## src/rtl/nx_node_receiver_pkg.sv

```systemverilog
// Node message, signal, command and slot encodings shared by the NX node receiver.
// These are the NXConstants/NXISA definitions; the receiver files import them and keep no local copies.
package nx_node_receiver_pkg;

    typedef enum logic [1:0] {
        NODE_COMMAND_LOAD    = 2'd0,
        NODE_COMMAND_SIGNAL  = 2'd1,
        NODE_COMMAND_MEMORY  = 2'd2,
        NODE_COMMAND_CONTROL = 2'd3
    } node_command_t;

    typedef enum logic [1:0] {
        NODE_SIG_SLOT_PRESERVE = 2'd0,
        NODE_SIG_SLOT_INVERSE  = 2'd1,
        NODE_SIG_SLOT_LOWER    = 2'd2,
        NODE_SIG_SLOT_UPPER    = 2'd3
    } node_sig_slot_t;

    typedef struct packed {
        logic [10:0]    address;
        node_sig_slot_t slot;
        logic [7:0]     data;
    } node_signal_t;

    typedef struct packed {
        node_command_t command;
        node_signal_t  payload;
    } node_message_t;

    // Byte lane inside a row: MSB from the address, LSB from the slot rule.
    function automatic logic [1:0] node_lane(input logic addr_lsb, input node_sig_slot_t slot,
                                             input logic core_slot);
        logic s;
        case (slot)
            NODE_SIG_SLOT_PRESERVE: s = core_slot;
            NODE_SIG_SLOT_INVERSE:  s = ~core_slot;
            NODE_SIG_SLOT_LOWER:    s = 1'b0;
            default:                s = 1'b1;
        endcase
        return {addr_lsb, s};
    endfunction

endpackage

```

## src/rtl/nx_node_rx_fifo.sv

```systemverilog
// Circular inbound message buffer for the node receiver.
// DEPTH must be a power of two (>= 2) so the pointers wrap naturally.
module nx_node_rx_fifo #(
    parameter int WIDTH = 8,
    parameter int DEPTH = 2
) (
    input  logic             i_clk,
    input  logic             i_rst,
    input  logic             i_push,
    input  logic [WIDTH-1:0] i_push_data,
    input  logic             i_pop,
    output logic [WIDTH-1:0] o_head,
    output logic             o_full,
    output logic             o_empty
);

    localparam int PTR_W = $clog2(DEPTH);

    logic [PTR_W-1:0] wr_ptr_q, wr_ptr_d;
    logic [PTR_W-1:0] rd_ptr_q, rd_ptr_d;
    logic [PTR_W:0]   count_q, count_d;
    logic [WIDTH-1:0] mem_q [DEPTH];
    logic             push_ok;
    logic             pop_ok;

    assign o_full  = (count_q == (PTR_W+1)'(DEPTH));
    assign o_empty = (count_q == '0);
    assign push_ok = i_push & ~o_full;
    assign pop_ok  = i_pop & ~o_empty;
    assign o_head  = mem_q[rd_ptr_q];

    always_comb begin
        wr_ptr_d = wr_ptr_q + PTR_W'(push_ok);
        rd_ptr_d = rd_ptr_q + PTR_W'(pop_ok);
        count_d  = count_q + (PTR_W+1)'(push_ok) - (PTR_W+1)'(pop_ok);
    end

    always_ff @(posedge i_clk or negedge i_rst) begin
        if (!i_rst) begin
            wr_ptr_q <= '0;
            rd_ptr_q <= '0;
            count_q  <= '0;
        end else begin
            wr_ptr_q <= wr_ptr_d;
            rd_ptr_q <= rd_ptr_d;
            count_q  <= count_d;
        end
    end

    // Storage needs no reset: occupancy gates every use of it.
    always_ff @(posedge i_clk) begin
        if (push_ok) begin
            mem_q[wr_ptr_q] <= i_push_data;
        end
    end

endmodule

```

## src/rtl/nx_node_receiver.sv

```systemverilog
// Node receiver: buffers inbound node messages and writes SIGNALs to data RAM, LOADs to instruction RAM.
// Optional NX_NODE_RX_COUNT_EN adds o_rx_count, a saturating count of retired SIGNAL/LOAD messages.
module nx_node_receiver
    import nx_node_receiver_pkg::*;
#(
    parameter int RAM_ADDR_W = 10,
    parameter int RAM_DATA_W = 32,
    parameter int FIFO_DEPTH = 2
) (
    input  logic                  i_clk,
    input  logic                  i_rst,
    input  logic                  i_slot,
    input  node_message_t         i_msg_data,
    input  logic                  i_msg_valid,
    output logic                  o_msg_ready,
    input  logic                  i_data_busy,
    output logic [RAM_ADDR_W-1:0] o_data_addr,
    output logic [RAM_DATA_W-1:0] o_data_wr_data,
    output logic [RAM_DATA_W-1:0] o_data_wr_strb,
    output logic [RAM_ADDR_W-1:0] o_inst_addr,
    output logic [RAM_DATA_W-1:0] o_inst_wr_data,
    output logic [RAM_DATA_W-1:0] o_inst_wr_strb,
    output logic                  o_idle,
    output logic                  o_error
`ifdef NX_NODE_RX_COUNT_EN
    ,
    output logic [15:0]           o_rx_count
`endif
);

    localparam int MSG_W = $bits(node_message_t);

    logic                  ready_en_q;
    logic                  push;
    logic                  pop;
    logic                  full;
    logic                  empty;
    logic [MSG_W-1:0]      head_bits;
    node_message_t         head;
    logic [1:0]            lane;
    logic [RAM_ADDR_W-1:0] row;
    logic [RAM_DATA_W-1:0] wr_data;
    logic [RAM_DATA_W-1:0] wr_strb;
    logic                  is_sig;
    logic                  is_load;
    logic                  is_bad;
    logic                  sig_wr;

    // Held low through reset and released on the first edge after it.
    always_ff @(posedge i_clk or negedge i_rst) begin
        if (!i_rst) begin
            ready_en_q <= 1'b0;
        end else begin
            ready_en_q <= 1'b1;
        end
    end

    assign o_msg_ready = ready_en_q & ~full;
    assign push        = i_msg_valid & o_msg_ready;

    nx_node_rx_fifo #(
        .WIDTH (MSG_W),
        .DEPTH (FIFO_DEPTH)
    ) u_fifo (
        .i_clk       (i_clk),
        .i_rst       (i_rst),
        .i_push      (push),
        .i_push_data (i_msg_data),
        .i_pop       (pop),
        .o_head      (head_bits),
        .o_full      (full),
        .o_empty     (empty)
    );

    assign head    = node_message_t'(head_bits);
    assign lane    = node_lane(head.payload.address[0], head.payload.slot, i_slot);
    assign row     = RAM_ADDR_W'(head.payload.address[10:1]);
    assign wr_data = {(RAM_DATA_W/8){head.payload.data}};
    assign wr_strb = {{(RAM_DATA_W-8){1'b0}}, 8'hFF} << {lane, 3'b000};

    assign is_sig  = ~empty & (head.command == NODE_COMMAND_SIGNAL);
    assign is_load = ~empty & (head.command == NODE_COMMAND_LOAD);
    assign is_bad  = ~empty & ~is_sig & ~is_load;
    assign sig_wr  = is_sig & ~i_data_busy;
    // A SIGNAL head waits for the data RAM, stalling everything queued behind it.
    assign pop     = sig_wr | is_load | is_bad;

    assign o_data_addr    = sig_wr  ? row     : '0;
    assign o_data_wr_data = sig_wr  ? wr_data : '0;
    assign o_data_wr_strb = sig_wr  ? wr_strb : '0;
    assign o_inst_addr    = is_load ? row     : '0;
    assign o_inst_wr_data = is_load ? wr_data : '0;
    assign o_inst_wr_strb = is_load ? wr_strb : '0;
    assign o_error        = is_bad;
    assign o_idle         = empty;

`ifdef NX_NODE_RX_COUNT_EN
    logic [15:0] rx_count_q, rx_count_d;

    always_comb begin
        rx_count_d = rx_count_q;
        if ((sig_wr | is_load) && (rx_count_q != 16'hFFFF)) begin
            rx_count_d = rx_count_q + 16'd1;
        end
    end

    always_ff @(posedge i_clk or negedge i_rst) begin
        if (!i_rst) begin
            rx_count_q <= '0;
        end else begin
            rx_count_q <= rx_count_d;
        end
    end

    assign o_rx_count = rx_count_q;
`endif

endmodule
```

## config.mk

```make
export PLATFORM = sky130hd
export DESIGN_NAME = nx_node_receiver
export DESIGN_NICKNAME = d
export VERILOG_FILES = /design/src/rtl/nx_node_receiver_pkg.sv /design/src/rtl/nx_node_rx_fifo.sv /design/src/rtl/nx_node_receiver.sv
export SDC_FILE = /design/constraint.sdc
export NUM_CORES = 1
export LEC_CHECK = 0
export ABC_AREA = 1
export BUFFER_PORTS_ARGS = -buffer_cell sky130_fd_sc_hd__buf_4
export CAP_MARGIN = 20
export CORE_MARGIN = 2
export CORE_UTILIZATION = 44
export DETAILED_ROUTE_END_ITERATION = 12
export PLACE_DENSITY = 0.81
export SYNTH_ARGS = -nofsm -noshare
export SYNTH_HDL_FRONTEND = slang
export SYNTH_SLANG_ARGS = --single-unit
```

## constraint.sdc

```tcl
create_clock -name i_clk -period 2.1 [get_ports i_clk]
set_input_delay 0.21 -clock i_clk [delete_from_list [all_inputs] [get_ports i_clk]]
set_output_delay 0.21 -clock i_clk [all_outputs]
set_load 0.005 [all_outputs]
```

==> impl_metrics.csv <==
group,metric,value,unit
timing,fin_crit_sh,0.983,
synthesis,synth_top_flop_cell,"edfxtp_1",
synthesis,yosysMostFrequentCell,"buf_4",
grt,grt_pass1_wl,8650,um
cells_and_area,nets,405,
cells_and_area,register_area,1510,um^2
critical_path,crit_fanout,10,
timing,rsz0062_at_grt,"true",
clocking,cts_tree,"done",
placed_design,pre_cts_slack,0.216,ns
placed_design,place_hpwl,4770,um
placed_design,dpl_cell_area,3710,um^2
timing,hold_viol_final,0,
grt,grt_pass1_vias,1851,
critical_path,crit_type,"reg -> out",
critical_path,cp-end-kind,"primary output",
timing,finClkSkew,0.00551,ns
synthesis,synth_cells,284,
detailed_routing,wirelength,5990,um
power,power_switching,0.00151,W
power,clkPwrFrac,0.126,
status,status,"completed",
timing,fin_ws,0.0352,ns
power,p_int,0.00269,W
power,pwr_density_cell,1080,nW/um^2
placed_design,gp_congestion,0.735,
cells_and_area,diodes,0,
detailed_routing,viasPerCell,4.53,
critical_path,arrival,1.85,ns
synthesis,seq_area_frac_synth,0.500,
floorplanning,fp.dieW,86.8,um
timing,period_needed,2.06,ns
critical_path,crit_chain,"o21ai_2 -> nand3_4 -> buf_4 -> nor2_1 -> buf_4",
clocking,clk_pin_slew,0.09,ns
floorplanning,design.core.area,6720,um^2
clocking,cts_setup_buffers,0,
power,combPwrFrac,0.552,
synthesis,synth_edf_count,46,
detailed_routing,drtPass1Iterations,4,
critical_path,setup.worst_path.start_class,"register",
floorplanning,io_pins,179,
power,power.share.switching,0.359,
synthesis,ys_warn_count,0,
floorplanning,chipHeight,86.8,um
placed_design,io_buffers,178,
timing,slew_viol_final,0,
synthesis,synth_top_area_share,0.458,
power,vdd_drop_max,0.000674,V
clocking,clk_latency,0.29,ns
timing,finalSetupViolCount,0,
detailed_routing,vias,2056,
synthesis,synth-seq-cells,51,
critical_path,crit_path_top_delay_cell,"dfrtp_2",
synthesis,synth_area_per_cell,10.6,um^2
cells_and_area,area_delta_synth_final,28.3,%
floorplanning,dieArea,7530,um^2
flow_run,maxCapViolations,0,
synthesis,synthDistinctLibCells,22,
floorplanning,std_cell_rows,30,
critical_path,cpMostUsedCell,"buf_4",
critical_path,worstPathRequired,1.89,ns
grt,antenna_found_initial,0,
synthesis,yosys.area.top_type,"edfxtp_1",
synthesis,synthTopCellsByCount,"104 x buf_4, 46 x edfxtp_1, 43 x nor2_1, 18 x mux2i_1, 17 x nand2_1",
detailed_routing,wl_per_cell,13.2,um
power,leakagePower,1.93,nW
synthesis,synthArstFlopShare,0.0980,
floorplanning,start_util,0.448,
synthesis,syn_nets,316,
cells_and_area,multiInputGateArea,651,um^2
clocking,numCtsBuffers,5,
grt,grt_max_degree,24,
clocking,clock-sinks,51,
grt,overflow,0,
clocking,h-tree-depth,2,
timing,clock.fmax,484,MHz
synthesis,netlist_top_cells_area,"edfxtp_1 46%, buf_4 26%, mux2i_1 6.0%",
critical_path,max_stage_delay,0.48,ns
power,seq_power_share,0.322,
detailed_routing,drtIter0Drc,46,
clocking,cts_root_buffer,"clkbuf_8",
worst_hold_path,min_path_type,"in -> reg",
synthesis,synthesis.area,3010,um^2
cells_and_area,layout-drive-gt1-share,0.588,
clocking,cts_buffer_depth,2,
detailed_routing,antenna_left,0,
cells_and_area,design_area,3860,um^2
detailed_routing,drcViolationCount,0,
grt,track_usage,0.148,
cells_and_area,fillCellCount,575,
==> worst paths after layout <==
| check | start | endpoint | slack (ns) | cells past startpoint |
|---|---|---|---|---|
| max | u_fifo.rd_ptr_q | o_inst_wr_data[11] | 0.04 | 5 |
| min | i_msg_data[9] | u_fifo.mem_q[0][9] | 0.1 | 1 |
| max reg2reg | u_fifo.rd_ptr_q | u_fifo.count_q[1] | 0.32 | 8 |
| min reg2reg | u_fifo.wr_ptr_q | u_fifo.wr_ptr_q | 0.63 | 3 |
| max in group asynchronous | i_rst | u_fifo.rd_ptr_q | 1.74 | 2 |
| min in group asynchronous | i_rst | u_fifo.count_q[1] | 0.24 | 2 |
==> logic make-up after synthesis <==
logic type                 synth area share
buffers and inverters                 0.300
adders and majority gates            0.0166
and+or+nand+nor                       0.108
other                               0.00124
AOI/OAI and AO/OA                   0.00872
DFF                                   0.500
xor gates and xnor gates            0.00582
muxes                                0.0598
==> repair_timing <==
item	in CTS	in global routing
gates resized for setup	3	15
setup endpoints to repair	67	123
pin swaps	0	1
hold buffers	1	0
hold endpoints to repair	5	0
==> layout by cell type (no fill, tap or decap), drive strengths merged <==
master and instances:
clkbuf 6, clkinvlp 1, and2 1, mux2i 18, inv 16, nand2 19, ha 4, xnor2 2
dlygate4sd3 1, nor2 47, nand4 1, o21ai 3, edfxtp 46, buf 192, nand3 9, clkinv 1
conb 1, a21boi 1, dfrtp 5
==> power by group through the flow <==
stage	logic [W]	registers, W	clock network [W]
3_3_place_gp	0.00219	0.00136	0
4_1_cts	0.00228	0.00135	0.000540
5_1_grt	0.00253	0.00137	0.000587
3_5_place_dp	0.00226	0.00137	0
6_report	0.00231	0.00135	0.000527
2_1_floorplan	0.00160	0.00134	0
==> critical path, delay by kind of cell (launching register included) <==
kind            cells  cell delay [ns]
compound gates      1             0.27
buf+inv             2             0.40
flops               1             0.48
simple gates        2             0.41
==> through the flow <==
step	setup TNS (ns)	total power, W	cells	hold slack (ns)	util
after CTS	-0.147	0.00417	454	0.0887	0.568
after global placement	0	0.00354	445	0.0155	0.553
after floorplan	0	0.00293	284	-0.0856	-
after global routing	-1.95	0.00449	454	0.0789	0.575
after detailed placement	0	0.00363	445	0.0174	0.553
final	0	0.00419	454	0.0967	0.575
==> layout make-up <==
class | instances | share of cell area
Tap cell | 80 | 0.0259
Clock inverter | 2 | 0.00324
Inverter | 16 | 0.0162
Timing Repair Buffer | 193 | 0.377
Sequential cell | 51 | 0.390
Multi-Input combinational cell | 106 | 0.168
Clock buffer | 6 | 0.0188
==> per-layer routing <==
| layer | share of wire | vias up | GRT usage |
|---|---|---|---|
| met5 | 0 | - | 0 |
| met4 | 0.019 | 0 | 0.0511 |
| met3 | 0.075 | 9 | 0.0295 |
| met2 | 0.56 | 98 | 0.292 |
| met1 | 0.35 | 960 | 0.152 |
| li1 | - | 989 | - |
==> state kept, by name, summed over array words and instances (netlist names) <==
name and count:
u_fifo.wr_ptr_q 1, u_fifo.mem_q 46, u_fifo.rd_ptr_q 1, u_fifo.count_q 2, ready_en_q 1
Note: power is estimated with default switching activity, not from simulation.
